**src/rtl/uart_pkg.sv**
```systemverilog
`default_nettype none
// ============================================================================
// Module      : uart_pkg
// Description : Shared UART definitions: transmit FSM state encoding, parity
//               mode encodings, default bit divider and frame constants.
// Revision    : 1.0 - initial release
// ============================================================================
package uart_pkg;

    // Transmit FSM states
    typedef enum logic [2:0] {
        ST_IDLE   = 3'd0,
        ST_START  = 3'd1,
        ST_DATA   = 3'd2,
        ST_PARITY = 3'd3,
        ST_STOP   = 3'd4
    } tx_state_t;

    // Parity mode encodings for the PARITY parameter
    localparam int PAR_NONE = 0;
    localparam int PAR_ODD  = 1;
    localparam int PAR_EVEN = 2;

    // 50 MHz / 115200 baud
    localparam int DEF_BPS_DIV = 434;

    // Frame layout
    localparam int   DATA_BITS = 8;
    localparam logic START_BIT = 1'b0;
    localparam logic STOP_BIT  = 1'b1;

endpackage : uart_pkg
`default_nettype wire

```
**src/rtl/tx_bps_module.sv**
```systemverilog
`default_nettype none
// ============================================================================
// Module      : tx_bps_module
// Description : Bit-period counter for the UART transmitter. Counts clock
//               cycles while enabled and issues a one-cycle strobe in the
//               last cycle of every bit period.
// Ports       : CLK       - clock, rising edge
//               RST       - synchronous active-high reset
//               Count_Sig - enable; counter is held at 0 while low
//               BPS_CLK   - bit-end strobe (count == BPS_DIV-1)
// Revision    : 1.0 - initial release
// ============================================================================
module tx_bps_module #(
    parameter int BPS_DIV = 434
) (
    input  logic CLK,
    input  logic RST,
    input  logic Count_Sig,
    output logic BPS_CLK
);

    localparam int         CW     = (BPS_DIV > 2) ? $clog2(BPS_DIV) : 1;
    localparam logic [CW-1:0] c_last = CW'(BPS_DIV - 1);

    logic [CW-1:0] r_cnt;

    always_ff @(posedge CLK) begin
        if (RST) begin
            r_cnt <= '0;
        end else if (!Count_Sig) begin
            r_cnt <= '0;
        end else if (r_cnt == c_last) begin
            r_cnt <= '0;
        end else begin
            r_cnt <= r_cnt + 1'b1;
        end
    end

    assign BPS_CLK = Count_Sig && (r_cnt == c_last);

endmodule : tx_bps_module
`default_nettype wire

```
**src/rtl/tx_module.sv**
```systemverilog
`default_nettype none
// ============================================================================
// Module      : tx_module
// Description : UART transmitter. Serialises one byte per request into a
//               start bit, 8 data bits (LSB first), optional parity bit and
//               one stop bit.
// Ports       : CLK         - clock, rising edge
//               RST         - synchronous active-high reset
//               TX_En_Sig   - send request, sampled only in IDLE
//               TX_Data     - byte to send, captured in the accept cycle
//               TX_Pin_Out  - serial line, idle high, registered
//               TX_Busy_Sig - high from the cycle after accept until the
//                             cycle after Done
//               TX_Done_Sig - one-cycle pulse in the last stop-bit cycle
// Revision    : 1.0 - initial release
// ============================================================================
module tx_module
    import uart_pkg::*;
#(
    parameter int BPS_DIV = DEF_BPS_DIV,
    parameter int PARITY  = PAR_NONE
) (
    input  logic       CLK,
    input  logic       RST,
    input  logic       TX_En_Sig,
    input  logic [7:0] TX_Data,
    output logic       TX_Pin_Out,
    output logic       TX_Busy_Sig,
    output logic       TX_Done_Sig
);

    localparam logic       c_has_parity = (PARITY != PAR_NONE);
    localparam logic [2:0] c_last_bit   = 3'(DATA_BITS - 1);

    tx_state_t  r_state;
    logic [7:0] r_shift;
    logic [2:0] r_bit_idx;
    logic       r_parity;
    logic       r_pin;
    logic       r_busy;

    logic       w_count_en;
    logic       w_bps_clk;

    // The bit timer runs in every state except IDLE, so it is always at 0
    // on entry to START.
    assign w_count_en = (r_state != ST_IDLE);

    tx_bps_module #(
        .BPS_DIV (BPS_DIV)
    ) u_bps (
        .CLK       (CLK),
        .RST       (RST),
        .Count_Sig (w_count_en),
        .BPS_CLK   (w_bps_clk)
    );

    always_ff @(posedge CLK) begin
        if (RST) begin
            r_state   <= ST_IDLE;
            r_shift   <= '0;
            r_bit_idx <= '0;
            r_parity  <= 1'b0;
            r_pin     <= STOP_BIT;
            r_busy    <= 1'b0;
        end else begin
            case (r_state)
                ST_IDLE: begin
                    r_pin <= STOP_BIT;
                    if (TX_En_Sig) begin
                        r_shift   <= TX_Data;
                        r_bit_idx <= '0;
                        r_parity  <= (PARITY == PAR_ODD) ? ~^TX_Data : ^TX_Data;
                        r_busy    <= 1'b1;
                        // The pin register leads the state, so the start
                        // bit appears in the first START cycle.
                        r_pin     <= START_BIT;
                        r_state   <= ST_START;
                    end
                end

                ST_START: begin
                    if (w_bps_clk) begin
                        r_pin   <= r_shift[0];
                        r_state <= ST_DATA;
                    end
                end

                ST_DATA: begin
                    if (w_bps_clk) begin
                        if (r_bit_idx == c_last_bit) begin
                            if (c_has_parity) begin
                                r_pin   <= r_parity;
                                r_state <= ST_PARITY;
                            end else begin
                                r_pin   <= STOP_BIT;
                                r_state <= ST_STOP;
                            end
                        end else begin
                            r_bit_idx <= r_bit_idx + 1'b1;
                            r_shift   <= {1'b0, r_shift[7:1]};
                            r_pin     <= r_shift[1];
                        end
                    end
                end

                ST_PARITY: begin
                    if (w_bps_clk) begin
                        r_pin   <= STOP_BIT;
                        r_state <= ST_STOP;
                    end
                end

                ST_STOP: begin
                    if (w_bps_clk) begin
                        r_busy  <= 1'b0;
                        r_pin   <= STOP_BIT;
                        r_state <= ST_IDLE;
                    end
                end

                default: begin
                    r_pin   <= STOP_BIT;
                    r_busy  <= 1'b0;
                    r_state <= ST_IDLE;
                end
            endcase
        end
    end

    assign TX_Pin_Out  = r_pin;
    assign TX_Busy_Sig = r_busy;
    // Decoded from registered state and the registered bit counter only,
    // so it is a clean single-cycle pulse in the last stop-bit cycle.
    assign TX_Done_Sig = (r_state == ST_STOP) && w_bps_clk;

endmodule : tx_module
`default_nettype wire

```
**config.mk**
```make
export PLATFORM = sky130hd
export DESIGN_NAME = tx_module
export DESIGN_NICKNAME = d
export VERILOG_FILES = /design/src/rtl/uart_pkg.sv /design/src/rtl/tx_bps_module.sv /design/src/rtl/tx_module.sv
export SDC_FILE = /design/constraint.sdc
export NUM_CORES = 1
export LEC_CHECK = 0
export ABC_AREA = 1
export BUFFER_PORTS_ARGS = -buffer_cell sky130_fd_sc_hd__buf_4
export CAP_MARGIN = 5
export CORE_MARGIN = 2
export CORE_UTILIZATION = 55
export CTS_BUF_LIST = sky130_fd_sc_hd__clkbuf_8
export DETAILED_ROUTE_END_ITERATION = 8
export PLACE_DENSITY = 0.73
export SKIP_LAST_GASP = 1
export SYNTH_ARGS = -nofsm -noshare
export SYNTH_HDL_FRONTEND = slang
export SYNTH_SLANG_ARGS = --single-unit
export TNS_END_PERCENT = 20
```
**constraint.sdc**
```tcl
create_clock -name CLK -period 1.7 [get_ports CLK]
set_input_delay 0.34 -clock CLK [delete_from_list [all_inputs] [get_ports CLK]]
set_output_delay 0.34 -clock CLK [all_outputs]
set_load 0.03 [all_outputs]
```
==> out/qor.yml, run 1 <==
power.leakage_uw: 0.000655
firstDrtPassIters: 4
ir_drop_uv: 714
end_kind: "primary output"
powerDensity_mw_per_mm2: 1420
design.core.area_mm2: 0.00223
htreeDepth: 1
clock_latency_ns: 0.27
clock_skew_ns: 0.00472
grt_usage_pct: 21.0
grt_antenna_before_repair: 0
post-route-period-util_pct: 96.3
dpl_cell_area_mm2: 0.00140
drt_iter0_drc: 35
netlist_instances: 179
synth_area_leaders: "dfxtp_1, nand2_1, nand3_1, a21oi_1, nor2_1"
critPathSlowestCell: "dfxtp_2"
grt_max_degree: 16
top_level_ports: 14
synth_edf_count: 0
drv_slew: 0
ys_async_sr_fraction_pct: 0
ys_ff_latch: 25
crit_required_ns: 1.36
crit_chain: "inv_2 > ha_4 > nand2_1 > nor2_2 > nand2_2 > nor2_1 > buf_4"
dieArea_mm2: 0.00277
cts_tree: "done"
final.min_clock_period_ns: 1.64
place_congestion: 0.771
synth_area_leader_cell: "dfxtp_1"
drc: 0
design_area_mm2: 0.00149
path_max_fanout: 3
yosysMostFrequentCell: "nand2_1"
cts-root-buf: "clkbuf_8"
num_vias: 1204
drt_wl_total_mm: 2.62
rows: 17
setup_tns_ns: 0
layout.nets: 210
yosysTopAreaCellShare_pct: 38.5
drive_above_1_share_pct: 21.6
clock.fmax_ghz: 0.611
path_delay_family: "simple AND/OR/NAND/NOR gates"
startpoint_type: "register"
crit_buf_inv: 2
hold_violations: 0
fp.dieW_um: 52.6
min-delay-path-class: "input port to register"
syn2layout_area_growth_pct: 14.2
cts_buffers: 3
max_stage_delay_ns: 0.34
yosys.cell_types.count: 24
crit_type: "register to primary output"
grt_pass1_vias: 1032
viasPerCell: 5.42
yosysSeqAreaShare_pct: 38.5
cts.clk_slew.worst_paths_ns: 0.08
cap_violations: 0
wl_per_cell_um: 11.8
slew_headroom_pct: 78.7
antenna_left: 0
ys_top_cells_by_count: "nand2_1, nand3_1, dfxtp_1"
syn_avg_cell_area_um2: 7.27
portBuffers: 13
rsz0062_at_grt: "false"
cp_data_arrival_time_ns: 1.30
setup_viol: 0
max_slew.worst_pin.slew_ns: 0.318
p_total_uw: 2110
antenna_cells: 0
dieHeight_um: 52.6
start_util_pct: 58.3
grt_pass1_wl_mm: 4.35
grt.overflow.total: 0
ys_warn_count: 0
cts_hold_buf: 0
synth_nets: 194
cts.path.max_buffers: 2
status: "completed"
syn_area_mm2: 0.00130
hpwlAfterDp_mm: 1.83
cts.sinks: 25
synthFlopType: "dfxtp_1"
==> routing by layer <==
| metal | vias to the layer above | share of wire, % | global-route usage, % |
|---|---|---|---|
| li1 | 618 | - | - |
| met3 | 6 | 4.0 | 2.86 |
| met4 | 0 | 1.6 | 8.97 |
| met5 | - | 0 | 0 |
| met1 | 549 | 48 | 26.6 |
| met2 | 31 | 46 | 35.4 |
==> metrics by stage <==
step / util (%) / hold slack, ns / std cells / setup WS [ns]
2_1_floorplan: - / 0.402 / 179 / 0.144
3_3_place_gp: 62.9 / 0.447 / 217 / 0.204
3_5_place_dp: 62.9 / 0.454 / 217 / 0.148
4_1_cts: 65.4 / 0.326 / 222 / 0.0249
5_1_grt: 66.6 / 0.344 / 222 / 0.00392
6_report: 66.6 / 0.326 / 222 / 0.0635
==> placed cells by master, fill, tap and decap left out, drive strengths merged <==
cell type and n:
a21oi 19, buf 14, clkbuf 3, dfxtp 25, ha 4, inv 15
nand2 55, nand3 30, nand4 2, nor2 17, nor3 2, nor3b 1
o21ai 1, or2 3, xor2 3
==> worst paths after layout <==
path | startpoint | to | cells after the start | slack [ns]
worst max-delay path | u_bps.r_cnt[1]$_SDFF_PP0_ | TX_Done_Sig | 7 | 0.06
worst min-delay path | RST | r_shift[6]$_SDFFE_PP0P_ | 2 | 0.33
worst max register to register | r_bit_idx[0]$_SDFFE_PP0P_ | r_shift[6]$_SDFFE_PP0P_ | 8 | 0.10
worst min register to register | u_bps.r_cnt[0]$_SDFF_PP0_ | u_bps.r_cnt[0]$_SDFF_PP0_ | 1 | 0.45
==> logic make-up (layout without fill, tap and decap cells) <==
logic type | count (synthesis) | in the layout | share of synthesized area (%)
adders and majority gates | 4 | 4 | 3.85
DFF | 25 | 25 | 38.5
xor gates and xnor gates | 3 | 3 | 2.02
and+or+nand+nor | 110 | 110 | 41.0
buffers and inverters | 17 | 32 | 6.73
AOI/OAI and AO/OA | 20 | 20 | 7.98
==> cell type report <==
cell class	count	area, um2
multi-input cells	137	738
repair buffers	14	105
clock buffers	3	41.3
clock inverters	1	3.75
inverters	14	57.6
flip-flops and latches	25	505
well taps	28	35.0
fillers	214	747
==> power breakdown <==
group	switching [uW]	total [uW]	internal (uW)
clock	179	340	161
sequential	125	866	742
combinational	579	906	327
total	883	2110	1230
==> sequential cells by signal, summed over array words and instances, names as in the netlist <==
name / flops
r_bit_idx: 3
TX_Pin_Out: 1
u_bps.r_cnt: 9
r_state: 3
r_shift: 8
TX_Busy_Sig: 1
==> worst reg2reg max path, stage by stage, from the launching register on <==
cell and delay [ns]:
dfxtp_1 0.33, ha_1 0.21, ha_1 0.19, nor2_1 0.20, nand2_4 0.08, nand2_4 0.17, nand2_2 0.15, nand2_1 0.11
a21oi_2 0.05
==> timing repair <==
action	CTS	global route
pin swaps	1	2
buffers inserted	1	0
endpoints found under the setup margin	1	1
gates resized for setup	2	9
No activity file was read; power rests on OpenSTA's default activity.
==> run 2, diff against run 1 <==
ABC_AREA = not set   (was 1)
PLACE_DENSITY = 0.74   (was 0.73)
RECOVER_POWER = 25   (was not set)
==> run 2 against run 1 <==
Compared with the run above:
- the flow now finishes with violations (negative setup slack)
- worst setup slack worse by 0.12 ns
- routed wire length up 14%
- clock power up 5%
- synthesized cell count down 25%
- sequential cell count unchanged
- cell area up 12%
- register-to-register slack worse by 0.16 ns
- fmax down 7.0%
==> out/qor.yml, run 2 <==
use_met1_pct: 26.7
reg2reg_to: "r_state[1]$_SDFFE_PP0P_"
cp_data_arrival_time_ns: 1.42
status: "finished with violations"
path_max_fanout: 2
grt_busiest_layer: "met2"
r2r_slack_ns: -0.06
regToRegStartpoint: "u_bps.r_cnt[1]$_SDFF_PP0_"
largest-register: "u_bps.r_cnt"
p_seq_share_pct: 55.3
drt_iter0_drc: 22
netlist_instances: 134
wl_per_cell_um: 15.7
end_kind: "primary output"
cts_hold_buf: 0
largest_reg_flops: 9
final_common_cell: "buf_4"
synth_area_leader_cell: "dfxtp_1"
drc: 0
internal_power_uw: 855
cts_buffers: 3
ys_warn_count: 0
setup_viol: 11
synth_nets: 149
post-route-period-util_pct: 104
postLayoutSetupSlackWorst_ns: -0.0601
grt_usage_pct: 21.1
final.min_clock_period_ns: 1.76
swShare_pct: 25.5
grt_max_degree: 22
post-route-util_pct: 76.5
drv_slew: 0
synthFlopType: "dfxtp_1"
min-delay-path-class: "input port to register"
crit_required_ns: 1.36
drt_wl_total_mm: 3.00
antenna_left: 0
yosysSeqAreaShare_pct: 40.7
clock.fmax_ghz: 0.568
viasPerCell: 5.84
critical_path.startpoint: "u_bps.r_cnt[1]$_SDFF_PP0_"
dieHeight_um: 51.3
reg2regPathDepth: 7
syn_avg_cell_area_um2: 9.19
rows: 17
antenna_cells: 0
grt_pass1_vias: 1000
cts_tree: "done"
final_cell_mix: "buf_4, dfxtp_1, nor2_1"
num_vias: 1115
violations: "negative setup slack"
synth_area_leaders: "dfxtp_1, mux2i_1, a211oi_1, nor2_1, xnor2_1"
power.share.clock_pct: 31.0
cap_violations: 0
layout.nets: 179
dieArea_mm2: 0.00263
grt.overflow.total: 0
slew_headroom_pct: 71.5
hpwlAfterDp_mm: 1.71
fp.dieW_um: 51.3
fin_hold_ws_ns: 0.356
cts.path.max_buffers: 2
syn2layout_area_growth_pct: 34.8
rsz0062_at_grt: "true"
ys_async_sr_fraction_pct: 0
power.leakage_uw: 0.000624
crit_type: "register to primary output"
powerDensity_mw_per_mm2: 692
startpoint_type: "register"
synth_edf_count: 0
firstDrtPassIters: 4
top_regs: "u_bps.r_cnt: 9 flops, r_shift: 8 flops"
switchingPower_uw: 293
ys_ff_latch: 25
clock_latency_ns: 0.26
combinationalPowerShare_pct: 13.7
top_level_ports: 14
yosysTopAreaCellShare_pct: 40.7
clock_skew_ns: 0.000898
max_slew.worst_pin.slew_ns: 0.427
start_util_pct: 56.7
cts-root-buf: "clkbuf_8"
hold_violations: 0
portBuffers: 13
yosysMostFrequentCell: "dfxtp_1"
met2_usage_pct: 35.9
cp-endpoint: "TX_Done_Sig"
syn_area_mm2: 0.00123
cts.clk_slew.worst_paths_ns: 0.09
design.core.area_mm2: 0.00217
drive_above_1_share_pct: 37.4
ir_drop_uv: 534
ys_top_cells_by_count: "dfxtp_1, nor2_1, a21oi_1"
htreeDepth: 1
cts.sinks: 25
grt_pass1_wl_mm: 4.31
yosys.cell_types.count: 33
grt_antenna_before_repair: 0
place_congestion: 0.856
use_met3_pct: 3.80
## run 2: cell types whose count changed after synthesis, moves of 4 or more
cell      change
inv_1         -7
nand3_1      -23
a211oi_1      +8
xnor2_1       +6
and3_1        +4
nand2_1      -46
mux2i_1       +7
nand2b_1      +6
a21oi_1       -9
## run 2: cells by family after synthesis
| logic type | count (synthesis) | share of synthesized area (%) |
|---|---|---|
| XOR/XNOR | 8 | 5.69 |
| multiplexers | 7 | 5.69 |
| buffers and inverters | 11 | 3.66 |
| AND/OR/NAND/NOR | 49 | 22.8 |
| AO/OA/AOI/OAI | 30 | 17.5 |
| adder cells (fa/ha/maj) | 4 | 4.07 |
| flip-flops | 25 | 40.7 |
## run 2: repair_timing
item,4_1_cts,5_1_grt
setup endpoints to repair,10,16
gates resized for setup,9,23
buffers inserted,2,5
cloned,0,1
pin swaps,1,10
## run 2: worst max-delay path, cell delays in order (launching register included)
cell,delay [ns]
dfxtp_2,0.33
inv_2,0.06
ha_4,0.13
nand4b_4,0.11
nor4_4,0.17
and3_4,0.22
buf_6,0.12
## run 2: metal layers
layer / vias up / share of wire [%]
met2: 23 / 53
met1: 548 / 44
met3: 4 / 2.6
li1: 540 / -
met5: - / 0
met4: 0 / 0.97
## run 2: cell type report
| type | count | area (um2) |
|---|---|---|
| Multi-Input combinational cell | 98 | 798 |
| Fill cell | 139 | 510 |
| Sequential cell | 25 | 507 |
| Timing Repair Buffer | 33 | 259 |
| Clock buffer | 3 | 41.3 |
| Tap cell | 28 | 35.0 |
| Inverter | 3 | 11.3 |
| Clock inverter | 1 | 7.51 |
## run 2: power groups by stage
| stage | combinational, uW | sequential, uW | clock, uW |
|---|---|---|---|
| finish | 158 | 634 | 356 |
| global route | 172 | 637 | 383 |
| CTS | 133 | 631 | 364 |
| detailed placement | 129 | 644 | 0 |
| global placement | 125 | 643 | 0 |
| floorplan | 78.0 | 645 | 0 |
## run 2: how the worst min path moves through the flow
stage	from	endpoint	slack, ns	depth (start not counted)
final	TX_En_Sig	TX_Busy_Sig$_SDFFE_PP0P_	0.36	3
after global routing	TX_En_Sig	TX_Busy_Sig$_SDFFE_PP0P_	0.37	3
after CTS	TX_En_Sig	TX_Busy_Sig$_SDFFE_PP0P_	0.35	3
after detailed placement	r_shift[7]$_SDFFE_PP0P_	r_shift[7]$_SDFFE_PP0P_	0.48	2
after global placement	r_shift[7]$_SDFFE_PP0P_	r_shift[7]$_SDFFE_PP0P_	0.47	2
after floorplan	u_bps.r_cnt[0]$_SDFF_PP0_	u_bps.r_cnt[0]$_SDFF_PP0_	0.43	1
## run 2: metrics by stage
stage	power, uW	std cells	worst slack, ns	area, um2	setup TNS, ns
floorplan	723	134	-0.0590	1230	-0.0590
global placement	767	179	0.0320	1420	0
detailed placement	772	179	-0.0179	1420	-0.0540
CTS	1130	185	-0.118	1530	-0.518
global route	1190	191	-0.133	1660	-1.67
finish	1150	191	-0.0601	1660	-0.277
==> run 3, diff against run 2 <==
SETUP_SLACK_MARGIN = 0.4   (was not set)
==> run 3 against run 2 <==
Compared with the run above:
- the flow still finishes with violations (negative setup slack)
- cell area fell by 6.7%
- via count fell by 8.0%
- cell count fell by 3.7%
- worst setup slack got worse by 0.014 ns
- register-to-register slack improved by 0.04 ns
- sequential share of layout area rose by 2.1 points
- sequential power barely moved
- critical path depth did not move
- critical path type unchanged
- largest power group unchanged
==> out/qor.yml, run 3 (synthesis gave the netlist of run 2 again) <==
status: "finished with violations"
violations: "negative setup slack"
drc: 0
setup_viol: 6
cts.clk_slew.worst_paths_ns: 0.09
drv_slew: 0
grt_pass1_wl_mm: 4.62
htreeDepth: 1
dieArea_mm2: 0.00263
antenna_left: 0
clock.fmax_ghz: 0.564
grt_pass1_vias: 1063
drt_wl_total_mm: 2.51
switchingPower_uw: 278
largest_reg_flops: 9
num_vias: 1026
rows: 17
crit_buf_inv: 2
firstDrtPassIters: 3
grt_max_degree: 22
cap_violations: 0
drt_iter0_drc: 20
power.leakage_uw: 0.000586
path_delay_family: "simple AND/OR/NAND/NOR gates"
place_ws_ns: -0.0274
fp.dieW_um: 51.3
crit_chain: "inv_2 > ha_4 > nand4b_4 > nor4_4 > and3_4 > buf_6"
path_max_fanout: 3
combinationalPowerShare_pct: 12.0
clock_skew_ns: 0.00435
hp-start: "TX_En_Sig"
slew_headroom_pct: 71.6
grt_antenna_before_repair: 0
crit_type: "register to primary output"
ir_drop_uv: 509
grt.overflow.total: 0
final.min_clock_period_ns: 1.77
top_level_ports: 14
internal_power_uw: 837
design.core.area_mm2: 0.00217
dieHeight_um: 51.3
fillers: 183
startpoint_type: "register"
swShare_pct: 25.0
cts_buffers: 3
end_kind: "primary output"
max_stage_delay_ns: 0.33
fin_hold_ws_ns: 0.363
hold_violations: 0
cts.path.max_buffers: 2
cp_data_arrival_time_ns: 1.43
critical_path.startpoint: "u_bps.r_cnt[1]$_SDFF_PP0_"
crit_required_ns: 1.36
wl_per_cell_um: 13.7
grt_usage_pct: 23.2
p_seq_share_pct: 56.6
regToRegStartpoint: "r_bit_idx[0]$_SDFFE_PP0P_"
top_regs: "u_bps.r_cnt: 9 flops, r_shift: 8 flops"
postLayoutSetupSlackWorst_ns: -0.0742
cts.sinks: 25
max_slew.worst_pin.slew_ns: 0.426
antenna_cells: 0
syn2layout_area_growth_pct: 25.7
power.share.clock_pct: 31.4
drive_above_1_share_pct: 30.1
post-route-period-util_pct: 104
cts-root-buf: "clkbuf_8"
min-delay-path-class: "input port to register"
cts_tree: "done"
place_congestion: 0.762
layout.nets: 172
powerDensity_mw_per_mm2: 720
clock_latency_ns: 0.27
post-route-util_pct: 71.3
start_util_pct: 56.7
final_cell_mix: "dfxtp_1, buf_4, nor2_1"
rsz0062_at_grt: "true"
viasPerCell: 5.58
portBuffers: 13
hpwlAfterDp_mm: 1.72
largest-register: "u_bps.r_cnt"
critPathSlowestCell: "dfxtp_2"
[run 3: area by class of cell]
class,instances,area [um2],area share (%)
clock buffer,3,41.3,2.67
clock inverter,1,5.00,0.323
inverter,3,11.3,0.728
multi-input combinational,98,758,49.0
sequential,25,505,32.7
tap,28,35.0,2.26
timing repair buffer,26,191,12.4
[run 3: path summary, 6_finish.rpt]
path	depth (start not counted)	endpoint	slack [ns]
setup / recovery	6	TX_Done_Sig	-0.07
hold / removal	3	TX_Busy_Sig$_SDFFE_PP0P_	0.36
setup reg to reg	7	r_shift[4]$_SDFFE_PP0P_	-0.02
hold reg to reg	2	r_shift[7]$_SDFFE_PP0P_	0.49
[run 3: stage by stage]
step / cell area [um2] / total power (uW) / TNS [ns] / std cells
floorplan: 1310 / 737 / 0 / 134
global placement: 1460 / 773 / 0 / 176
detailed placement: 1460 / 777 / -0.0274 / 176
CTS: 1540 / 1120 / -0.311 / 183
global route: 1550 / 1160 / -1.19 / 184
finish: 1550 / 1120 / -0.142 / 184
[run 3: worst reg2reg max path, delay by kind of cell (launching register included)]
| family | cells | cell delay (ns) |
|---|---|---|
| AOI/OAI and AO/OA | 3 | 0.58 |
| adders and majority gates | 2 | 0.38 |
| buffers and inverters | 1 | 0.20 |
| DFF | 1 | 0.34 |
| and+or+nand+nor | 1 | 0.14 |
[run 3: layer usage]
layer | part of all wire (%) | up-vias | track usage [%] | wire, um
met2 | 46 | 10 | 36.8 | 1150
li1 | - | 532 | - | -
met3 | 2.2 | 2 | 4.09 | 56
met1 | 51 | 482 | 30.0 | 1290
met5 | 0 | - | 0 | 0
met4 | 0.64 | 0 | 12.3 | 16
[run 3: what timing repair did]
action,CTS,global route
setup buffers,3,1
pin swaps,2,2
hold endpoints to repair,0,0
resized for setup,2,3
setup endpoints to repair,26,26
hold buffers,0,0
[run 3: power by group through the flow]
stage | sequential (uW) | clock, uW | combinational, uW
after floorplan | 646 | 0 | 90.5
after global placement | 645 | 0 | 128
after detailed placement | 645 | 0 | 132
after CTS | 631 | 357 | 136
after global routing | 635 | 378 | 149
final | 631 | 350 | 134
